**src/rtl/req_enc_pkg.sv**
```systemverilog
// Shared sizing and FSM state encoding for the request capture encoder.
package req_enc_pkg;
    localparam int N_REQ  = 8;
    localparam int CODE_W = $clog2(N_REQ);

    typedef enum logic {
        IDLE    = 1'b0,
        PRESENT = 1'b1
    } state_t;
endpackage

```
**src/rtl/req_capture_encoder_if.sv**
```systemverilog
// Grant presentation channel: code/valid held until the consumer acknowledges.
interface req_capture_encoder_if;
    import req_enc_pkg::*;

    logic [CODE_W-1:0] out_code;
    logic              out_valid;
    logic              out_ack;

    modport master (output out_code, output out_valid, input  out_ack);
    modport slave  (input  out_code, input  out_valid, output out_ack);
endinterface

```
**src/rtl/prio_enc8.sv**
```systemverilog
// Highest-index priority encoder over the pending vector; purely combinational.
module prio_enc8
    import req_enc_pkg::*;
(
    input  logic [N_REQ-1:0]  pending,
    output logic [CODE_W-1:0] code,
    output logic              any
);
    // Ascending scan so the last (highest) set bit wins.
    always_comb begin
        code = '0;
        for (int i = 0; i < N_REQ; i++) begin
            if (pending[i]) begin
                code = CODE_W'(i);
            end
        end
    end

    assign any = |pending;
endmodule

```
**src/rtl/req_capture_encoder.sv**
```systemverilog
// Captures rising edges on request lines into a sticky pending set and presents
// them one at a time, highest index first; one grant per two cycles at most.
module req_capture_encoder
    import req_enc_pkg::*;
(
    input  logic                       clk,
    input  logic                       rst,
    input  logic                       en,
    input  logic [N_REQ-1:0]           req,
    req_capture_encoder_if.master      grant,
    output logic [N_REQ-1:0]           pending,
    output logic                       overflow,
    input  logic                       clr_ovf
);
    logic [N_REQ-1:0]  req_d;
    logic [N_REQ-1:0]  rise;
    logic [N_REQ-1:0]  cap;
    logic [N_REQ-1:0]  clr_mask;
    logic              ovf_evt;
    logic [CODE_W-1:0] prio_code;
    logic              prio_any;
    logic [CODE_W-1:0] code_q;
    logic              valid_q;
    logic              ack_take;
    state_t            state;

    prio_enc8 u_prio (
        .pending (pending),
        .code    (prio_code),
        .any     (prio_any)
    );

    assign rise     = req & ~req_d;
    assign cap      = en ? rise : '0;
    assign ack_take = (state == PRESENT) && grant.out_ack;
    assign clr_mask = ack_take ? (N_REQ'(1) << code_q) : '0;
    // A new edge on a bit that is being acked this cycle is a fresh event, not a loss.
    assign ovf_evt  = |(cap & pending & ~clr_mask);

    always_ff @(posedge clk or posedge rst) begin
        if (rst) begin
            req_d    <= '0;
            pending  <= '0;
            overflow <= 1'b0;
        end else begin
            req_d    <= req;
            pending  <= (pending & ~clr_mask) | cap;
            overflow <= ovf_evt | (overflow & ~clr_ovf);
        end
    end

    always_ff @(posedge clk or posedge rst) begin
        if (rst) begin
            state   <= IDLE;
            code_q  <= '0;
            valid_q <= 1'b0;
        end else begin
            case (state)
                IDLE: begin
                    if (en && prio_any) begin
                        state   <= PRESENT;
                        code_q  <= prio_code;
                        valid_q <= 1'b1;
                    end
                end
                PRESENT: begin
                    if (grant.out_ack) begin
                        state   <= IDLE;
                        code_q  <= '0;
                        valid_q <= 1'b0;
                    end
                end
                default: begin
                    state   <= IDLE;
                    code_q  <= '0;
                    valid_q <= 1'b0;
                end
            endcase
        end
    end

    assign grant.out_code  = code_q;
    assign grant.out_valid = valid_q;
endmodule

```
**src/flat_wrapper.sv**
```systemverilog
// flat-port wrapper written by rule: the top's interface ports become plain ports
module req_capture_encoder_flat import req_enc_pkg::*;
  (clk, rst, en, req, pending, overflow, clr_ovf, grant_out_code, grant_out_valid, grant_out_ack);
  req_capture_encoder_if grant_i ();
  input  logic clk;
  input  logic rst;
  input  logic en;
  input  logic [N_REQ-1:0] req;
  output logic [N_REQ-1:0] pending;
  output logic overflow;
  input  logic clr_ovf;
  output wire logic [$bits(grant_i.out_code)-1:0] grant_out_code;
  output wire logic [$bits(grant_i.out_valid)-1:0] grant_out_valid;
  input wire logic [$bits(grant_i.out_ack)-1:0] grant_out_ack;
  assign grant_out_code = grant_i.out_code;
  assign grant_out_valid = grant_i.out_valid;
  assign grant_i.out_ack = grant_out_ack;
  req_capture_encoder u_core (.clk(clk), .rst(rst), .en(en), .req(req), .grant(grant_i), .pending(pending), .overflow(overflow), .clr_ovf(clr_ovf));
endmodule
```
**config.mk**
```make
export PLATFORM = sky130hd
export DESIGN_NAME = req_capture_encoder_flat
export DESIGN_NICKNAME = d
export VERILOG_FILES = /design/src/rtl/req_enc_pkg.sv /design/src/rtl/req_capture_encoder_if.sv /design/src/rtl/prio_enc8.sv /design/src/rtl/req_capture_encoder.sv /design/src/flat_wrapper.sv
export SDC_FILE = /design/constraint.sdc
export NUM_CORES = 1
export LEC_CHECK = 0
export CORE_MARGIN = 8
export CORE_UTILIZATION = 49
export DETAILED_ROUTE_END_ITERATION = 12
export PLACE_DENSITY_LB_ADDON = 0.05
export SLEW_MARGIN = 20
export SYNTH_ARGS = -nofsm -noshare
export SYNTH_HDL_FRONTEND = slang
export SYNTH_SLANG_ARGS = --single-unit
```
**constraint.sdc**
```tcl
create_clock -name clk -period 3.9 [get_ports clk]
set_input_delay 0.975 -clock clk [delete_from_list [all_inputs] [get_ports clk]]
set_output_delay 0.975 -clock clk [all_outputs]
set_load 0.005 [all_outputs]
```
* After elaboration in Yosys (flattened, before gate mapping)
Cells that the tools add are included.
** Storage, ports and cells
- Bits of input ports :: 13
- Register bits after elaboration :: 22
- Word-level logic and storage cells :: 43
** Operators by class
- Mux-type cells :: 18
- Bitwise logic cells :: 11
- Shift-type cells :: 1
- Reduce and logical (&&, ||, !) cells :: 5
- Equality and inequality tests :: 2
** Operators with widths (count)
- $and A8 B8 Y8 :: 4
- $mux W3 :: 8
- $mux W8 :: 2
- $not A8 Y8 :: 2
- $reduce_or A8 Y1 :: 2
- $or A8 B8 Y8 :: 1
- $shl A1 B3 Y8 const A :: 1
- $pmux W3 S2 :: 1
- $mux W1 :: 5
- $pmux W1 S2 :: 2
- $logic_and A1 B1 Y1 :: 2
- $ne A2 B1 Y1 const B :: 1
- $ne A2 B2 Y1 const B :: 1
- $not A1 Y1 :: 2
- $reduce_and A2 Y1 :: 1
- $and A1 B1 Y1 :: 1
- $or A1 B1 Y1 :: 1

* Depth between registers and ports, before layout
Gate-level depths: netlist of the first run.
- Depth in word-level cells :: 9
- Depth in mapped cells :: 6
- Gate-level depth less buffers :: 5

* Hierarchy
From an unflattened synthesis of the first run, not the netlist that was laid out.
** Unflattened totals
- Cells, all modules :: 87
- Area, all modules :: 929.6 um^2
** By module, submodules not included
- req_capture_encoder :: instances 1, area an instance 863.3 um^2, seq. area each 550.5 um^2, cells each 75
- prio_enc8 :: instances 1, area an instance 66.3 um^2, seq. area each 0.0 um^2, cells each 12

* Least setup slack after synthesis of the first run
OpenSTA, ideal clock, no wires.
- Kind :: input to register
- Start :: input port grant_out_ack
- End :: register u_core.overflow
- Setup slack :: 1.864 ns
- Stages :: 5
- Required time :: 3.774 ns
- Library setup time :: 0.126 ns
- Arrival :: 1.910 ns
- Path buffers :: 0
- Cells stage by stage :: nand2_2 -> o41ai_1 -> or3b_4 -> nand4_1 -> a221o_1
** On the way
- Word-level cells in the longest chain between the ends :: 6
** RTL lines
- start, declared :: RTL line flat_wrapper.sv:14 : input wire logic [$bits(grant_i.out_ack)-1:0] grant_out_ack;
- $logic_and A1 B1 Y1 :: RTL line req_capture_encoder.sv:35 : assign ack_take = (state == PRESENT) && grant.out_ack;
- $mux W8 :: RTL line req_capture_encoder.sv:36 : assign clr_mask = ack_take ? (N_REQ'(1) << code_q) : '0;
- $not A8 Y8 :: RTL line req_capture_encoder.sv:38 : assign ovf_evt = |(cap & pending & ~clr_mask);
- $and A8 B8 Y8 :: RTL line req_capture_encoder.sv:38
- $reduce_or A8 Y1 :: RTL line req_capture_encoder.sv:38
- $or A1 B1 Y1 :: RTL line req_capture_encoder.sv:48 : overflow <= ovf_evt | (overflow & ~clr_ovf);
- end signal, assigned :: RTL line req_capture_encoder.sv:48
- end, declared :: RTL line req_capture_encoder.sv:12 : output logic overflow,
Every way passes these cells.
A chain may end at the register's enable or synchronous reset.

* Worst setup path in the final report of the first run
Ends and elaborated chain as after synthesis.

==> Implementation_results.wiki, run 1 <==
{| class="wikitable"
! Metric !! Value
|-
| Outcome || complete, no violations
|-
| Insertion delay of the later-clocked pin in the worst-skew pair || 300 ps
|-
| Leakage || 0.5178 nW
|-
| Clock-pin transition on the worst setup and hold timing paths || 120 ps
|-
| Critical path depth || 6
|-
| Slew headroom || 46.01%
|-
| Routed WL || 2184 um
|-
| Crit path launch type || primary input
|-
| Worst clock skew on the final layout || 4.422 ps
|-
| Highest metal layer with signal wires || met4
|-
| Number of cells on the worst hold path || 2
|-
| Crit path largest cell delay || 540 ps
|-
| Wire length on met3 || 126 um
|-
| Area of the placeable core || 0.001882 mm^2
|-
| Via count of the first global-routing pass || 793
|-
| Setup repair after global routing missed its margin || no
|-
| Count of nets left with antenna violations after detail routing || 0
|-
| Slew at the pin closest to its max-slew limit || 808.9 ps
|-
| Worst path arrival time || 2610 ps
|-
| Area of combinational cells with multiple inputs || 359.1 um^2
|-
| Critical path endpoint category || flop
|-
| Num ports || 26
|-
| Worst Path Buf+Inv || 1
|-
| Worst Path Max Fanout || 8
|-
| Total vias in the final route || 765
|-
| Number of fill cells || 176
|-
| Mean cell area of the mapped netlist || 10.60 um^2
|-
| Type of the tightest min-delay check || reg2reg
|-
| Final Cycle Share || 61.57%
|-
| DR WL/cell || 15.27 um
|-
| Final GP Congestion || 0.8979
|-
| Setup ws final || 1499 ps
|-
| Wire length the detailed router placed on met1 || 974 um
|-
| GR Util All Layers || 13.40%
|-
| Number of storage elements in the synthesis netlist || 22
|-
| Fmax || 416.4 MHz
|-
| Critical path cell sequence || clkdlybuf4s50_1 -> nand2_2 -> o41ai_1 -> or3b_4 -> nand4_1 -> a221o_1
|-
| Pin count of the biggest net entering global routing || 23
|-
| Delay-heaviest family, CP || compound AO/OA/AOI/OAI gates
|-
| Row cnt || 16
|-
| First-pass GRT wire length || 3663 um
|-
| Inserted Diodes || 0
|-
| Hold-fix buffers at CTS || 0
|-
| Number of max-capacitance violations reported || 0
|-
| Total met2 wirelength after detailed routing || 1052 um
|-
| Final setup violation count || 0
|-
| Synth Net Count || 102
|-
| Number of design rule violations left after detail routing || 0
|-
| Total negative setup slack || 0 ps
|-
| Area enclosed by the die boundary || 0.003586 mm^2
|-
| Detailed-placement wirelength estimate || 1658 um
|-
| Number of slew-limit violations in the final report || 0
|-
| Power per Cell Area || 639.2 mW/mm^2
|-
| Total clock buffers created by CTS || 3
|-
| Clock buffer depth || 2
|-
| FF+latch area || 550.5 um^2
|-
| Initial cell density of the core || 50.13%
|-
| Drt first-iter violations || 14
|-
| Count of synthesis-stage warnings from yosys || 0
|-
| Buffers added on ports || 25
|-
| Number of distinct standard cells referenced by the synthesized netlist || 30
|-
| Final Hold Fails || 0
|-
| Worst setup slack after placement || 1173 ps
|-
| Number of antenna violations at the first check in global routing || 0
|-
| Synth area leader || dfrtp_1
|-
| Critical-path top delay cell || clkdlybuf4s50_1
|-
| Synth Instances || 89
|-
| Path type of the worst setup path || in2reg
|-
| Final critical-path required period || 2401 ps
|-
| Clk root buf || clkbuf_4
|-
| Number of sinks handled by clock tree synthesis || 22
|-
| Fraction of the yosys area taken by sequential cells || 58.36%
|-
| Final global-route overflow total || 0
|-
| Maximum ir drop on the vdd rail || 327.1 uV
|-
| Net total in the final layout || 131
|-
| Vertical extent of the die || 59.88 um
|-
| Die outline width || 59.88 um
|-
| Number of levels the H-tree was split into || 1
|-
| Post-CTS setup repair buffer count || 0
|-
| Synthesized cell area || 943.4 um^2
|-
| Post-CTS Resized || 0
|-
| Cells on worst reg2reg path || 5
|-
| Fraction of layout cells with a size suffix above 1 || 7.759%
|-
| Area share of the largest cell type after synthesis || 58.36%
|-
| Final Core Density || 66.22%
|-
| Post-detailed-route via-to-cell ratio || 5.350
|-
| Final total power || 0.7966 mW
|-
| Critical path data required time || 4100 ps
|-
| Clock tree from TritonCTS || yes
|-
| 1st-pass router iterations || 4
|-
| Largest cells by area after synthesis || dfrtp_1 (58%), nand2_1 (4.4%), nand3b_1 (4.0%)
|-
| Layout Area Growth over Synthesis || 32.10%
|}
## layer usage
| layer | up-vias | GRT usage (%) |
|---|---|---|
| met4 | 0 | 4.422 |
| met3 | 6 | 4.086 |
| met2 | 24 | 21.23 |
| li1 | 375 | - |
| met1 | 360 | 16.77 |
| met5 | - | 0 |
## cells in the final DEF, fill, tap and decap left out, drive strengths merged
cell and n:
a21oi 4, a221o 1, a22o 1, a31o 2, clkbuf 3, clkdlybuf4s50 25
dfrtp 22, inv 8, nand2 12, nand2b 2, nand3 3, nand3b 5
nand4 2, nor2 4, nor2b 3, nor4 1, o211ai 2, o21ai 6
o21bai 1, o22ai 1, o311a 1, o31ai 2, o41ai 2, or3b 2
or4 1
## where the power goes
part,total [mW],switching (mW),internal (mW),leakage [nW]
registers,0.389,0.0929,0.296,0.242
logic,0.304,0.124,0.181,0.262
clock network,0.103,0.0666,0.0361,0.0138
total,0.797,0.283,0.513,0.518
## area by class of cell
class / instances / area share (%)
Sequential cell: 22 / 44.18
Multi-Input combinational cell: 58 / 28.82
Timing Repair Buffer: 25 / 20.08
Tap cell: 27 / 2.711
Inverter: 8 / 2.410
Clock buffer: 3 / 1.807
## cell families after synthesis
logic type | count (synthesis) | share of synthesized area (%)
flops | 22 | 58.36
compound gates | 23 | 16.71
simple gates | 35 | 21.35
buf+inv | 9 | 3.581
## sequential cells by signal, summed over array words and instances (netlist names)
signal and cells:
u_core.grant.out_valid 1, u_core.grant.out_code 3, u_core.pending 8, u_core.state 1, u_core.req_d 8, u_core.overflow 1
## per-stage QoR
| step | std cells | hold slack (ps) | instance area, um^2 |
|---|---|---|---|
| 6_report | 143 | 497.8 | 1246 |
| 5_1_grt | 143 | 520.1 | 1246 |
| 4_1_cts | 143 | 498.1 | 1246 |
| 3_5_place_dp | 140 | 471.1 | 1224 |
| 3_3_place_gp | 140 | 475.0 | 1224 |
| 2_1_floorplan | 89 | 471.0 | 943.4 |
## worst paths after layout
check	from	end	slack, ps
setup reg to reg	u_core.grant.out_code[0]$_DFFE_PP0P_	u_core.overflow$_DFF_PP0_	2190
min in group asynchronous	rst	u_core.pending[6]$_DFF_PP0_	1110
max in group asynchronous	rst	u_core.pending[1]$_DFF_PP0_	2290
hold / removal	u_core.grant.out_valid$_DFFE_PP0P_	u_core.grant.out_valid$_DFFE_PP0P_	500
hold reg to reg	u_core.grant.out_valid$_DFFE_PP0P_	u_core.grant.out_valid$_DFFE_PP0P_	500
setup / recovery	grant_out_ack	u_core.overflow$_DFF_PP0_	1500
## cell usage after synthesis (all sizes together)
cell type / n
or3b: 2
nor2b: 3
o22ai: 1
o311a: 1
a31o: 2
o21ai: 6
o211ai: 2
nor2: 4
nand2b: 2
nand3: 3
or4: 1
a21oi: 4
a22o: 1
a221o: 1
dfrtp: 22
nand2: 12
nand4: 2
nor4: 1
o31ai: 2
o41ai: 2
inv: 8
nand3b: 5
clkbuf: 1
o21bai: 1
## tightest hold or removal path, stage by stage (launching register included)
cell	delay, ps
dfrtp_1	360
nand2_1	50
nand2_1	60
Power figures use the tool's default switching activity.
==> run 2: changes to the inputs <==
--- a/config.mk
+++ b/config.mk
@@ -6,7 +6,7 @@
 export NUM_CORES = 1
 export LEC_CHECK = 0
 export CORE_MARGIN = 8
-export CORE_UTILIZATION = 49
+export CORE_UTILIZATION = 46
 export DETAILED_ROUTE_END_ITERATION = 12
 export PLACE_DENSITY_LB_ADDON = 0.05
 export SLEW_MARGIN = 20
==> constraint.sdc (replaced) <==
create_clock -name clk -period 2.35 [get_ports clk]
set_input_delay 0.5875 -clock clk [delete_from_list [all_inputs] [get_ports clk]]
set_output_delay 0.5875 -clock clk [all_outputs]
set_load 0.005 [all_outputs]
==> Implementation_results.wiki, run 2 (synthesized netlist as in run 1, its figures left out) <==
{| class="wikitable"
! Metric !! Value
|-
| Post-CTS setup repair buffer count || 0 (unchanged)
|-
| Num ports || 26 (unchanged)
|-
| Detailed-placement wirelength estimate || 1677 um (+1.1%)
|-
| Placed inst area || 0.001246 mm^2 (+1.8%)
|-
| CP startpoint || grant_out_ack
|-
| Number of cells on the worst hold path || 2 (unchanged)
|-
| Cells on worst reg2reg path || 5 (unchanged)
|-
| Area of all placed cells without fillers || 0.001269 mm^2 (+1.8%)
|-
| Worst path arrival time || 2200 ps (-410 ps)
|-
| Post-detailed-route via-to-cell ratio || 5.486 (+2.6%)
|-
| Slew headroom || 69.61% (+24 points)
|-
| DR WL/cell || 14.52 um (-4.9%)
|-
| Clk root buf || clkbuf_4
|-
| Final instance count without filler cells || 146 (+2.1%)
|-
| Fmax || 498.9 MHz
|-
| Type of the tightest min-delay check || reg2reg
|-
| Via count of the first global-routing pass || 800 (+0.88%)
|-
| Die outline width || 61.29 um (+2.3%)
|-
| Layout Area Growth over Synthesis || 34.48%
|-
| Outcome || complete, no violations
|-
| Final GP Congestion || 0.8611 (-4.1%)
|-
| Number of sinks handled by clock tree synthesis || 22 (unchanged)
|-
| Wire length the detailed router placed on met1 || 909 um (-6.7%)
|-
| Clock buffer depth || 2 (unchanged)
|-
| Slew at the pin closest to its max-slew limit || 450.0 ps (-359.0 ps)
|-
| Number of fill cells || 175 (-0.57%)
|-
| Worst setup slack after placement || 49.59 ps (-1123 ps)
|-
| Highest metal layer with signal wires || met4
|-
| Total clock buffers created by CTS || 3 (unchanged)
|-
| Critical path endpoint category || flop
|-
| Setup repair after global routing missed its margin || no
|-
| Post-CTS Resized || 0 (unchanged)
|-
| Inserted Diodes || 0 (unchanged)
|-
| Total negative setup slack || 0 ps (unchanged)
|-
| Fraction of layout cells with a size suffix above 1 || 10.08% (+2.3 points)
|-
| Commonest non-fill, non-tap cell in the layout || clkdlybuf4s50_1
|-
| Final global-route overflow total || 0 (unchanged)
|-
| Hold-fix buffers at CTS || 0 (unchanged)
|-
| First-pass GRT wire length || 3546 um (-3.2%)
|-
| Critical path data required time || 2540 ps (-1560 ps)
|-
| Final setup violation count || 0 (unchanged)
|-
| Count of nets left with antenna violations after detail routing || 0 (unchanged)
|-
| Number of levels the H-tree was split into || 1 (unchanged)
|-
| Drt first-iter violations || 23 (+9)
|-
| Final total power || 1.309 mW (+64%)
|-
| Leakage || 0.5319 nW (+2.7%)
|-
| Insertion delay of the later-clocked pin in the worst-skew pair || 290 ps (about the same)
|-
| Row cnt || 16 (unchanged)
|-
| Commonest cells after routing, fill and taps aside || clkdlybuf4s50_1 (25), dfrtp_1 (22), nand2_1 (11)
|-
| Final Cycle Share || 85.29%
|-
| Setup ws final || 345.7 ps (-1153 ps)
|-
| Hold EP || u_core.grant.out_valid$_DFFE_PP0P_
|-
| Vertical extent of the die || 61.29 um (+2.3%)
|-
| Crit path launch type || primary input
|-
| GR Util All Layers || 12.66% (-0.74 points)
|-
| Origin of the worst min-delay path || u_core.grant.out_valid$_DFFE_PP0P_
|-
| Placed cell count || 143 (+2.1%)
|-
| Worst Path Max Fanout || 4 (-4)
|-
| Final Hold Fails || 0 (unchanged)
|-
| Clock tree from TritonCTS || yes
|-
| Number of antenna violations at the first check in global routing || 0 (unchanged)
|-
| 1st-pass router iterations || 4 (unchanged)
|-
| Area of the placeable core || 0.001942 mm^2 (+3.2%)
|-
| Total met2 wirelength after detailed routing || 1029 um (-2.2%)
|-
| RR Endpoint || u_core.overflow$_DFF_PP0_
|-
| Final Core Density || 65.34% (-0.89 points)
|-
| Setup slack, reg-to-reg || 650 ps (-1540 ps)
|-
| Area enclosed by the die boundary || 0.003756 mm^2 (+4.7%)
|-
| Worst clock skew on the final layout || 7.462 ps (+3.040 ps)
|-
| Total vias in the final route || 801 (+4.7%)
|-
| Path type of the worst setup path || in2reg
|-
| Number of max-capacitance violations reported || 0 (unchanged)
|-
| Pin count of the biggest net entering global routing || 23 (unchanged)
|-
| Number of slew-limit violations in the final report || 0 (unchanged)
|-
| Final critical-path required period || 2004 ps
|-
| Wire length on met3 || 163 um (+29%)
|-
| Power per Cell Area || 1032 mW/mm^2 (+61%)
|-
| Initial cell density of the core || 48.58% (-1.6 points)
|-
| Routed WL || 2120 um (-2.9%)
|-
| Clock-pin transition on the worst setup and hold timing paths || 110 ps (about the same)
|-
| Buffers added on ports || 25 (unchanged)
|-
| Post-route worst hold slack || 490.7 ps (-7.142 ps)
|-
| Net total in the final layout || 134 (+2.3%)
|-
| Number of design rule violations left after detail routing || 0 (unchanged)
|-
| Launch instance of the worst register-to-register path || u_core.grant.out_code[0]$_DFFE_PP0P_
|-
| Maximum ir drop on the vdd rail || 582.5 uV (+78%)
|}
==> run 2: changes by cell type in the layout (fill, tap and decap cells not counted) <==
cell   before  now
buf_4       0    3
==> run 2: worst max-delay path: stages <==
cell             delay [ps]
clkdlybuf4s50_1         530
nand3_1                 140
o31ai_1                 310
o311a_1                 220
nand4_1                 110
a221o_1                 300
==> run 2: power by group <==
part	total [mW]	switching (mW)	internal, mW
combinational	0.510	0.203	0.307
sequential	0.640	0.148	0.492
clock	0.159	0.0992	0.0596
total	1.31	0.450	0.859
==> run 2: per-layer routing <==
layer  vias to the layer above  GRT usage, %
li1                        381             -
met1                       389         15.45
met2                        29         19.55
met3                         2         3.340
met4                         0         7.309
met5                         -             0
==> run 2: cell type report <==
cell class                      count  area, um^2  area share, %
Clock buffer                        3       22.52          1.775
Inverter                            8       30.03          2.367
Multi-Input combinational cell     58       359.1          28.30
Sequential cell                    22       550.5          43.39
Tap cell                           27       33.78          2.663
Timing Repair Buffer               28       272.8          21.50
==> run 2: worst max path at each step <==
stage / end / slack [ps]
global placement: u_core.overflow$_DFF_PP0_ / 70
global route: u_core.overflow$_DFF_PP0_ / 280
finish: u_core.overflow$_DFF_PP0_ / 350
CTS: u_core.overflow$_DFF_PP0_ / 380
detailed placement: u_core.overflow$_DFF_PP0_ / 50
floorplan: u_core.overflow$_DFF_PP0_ / 700
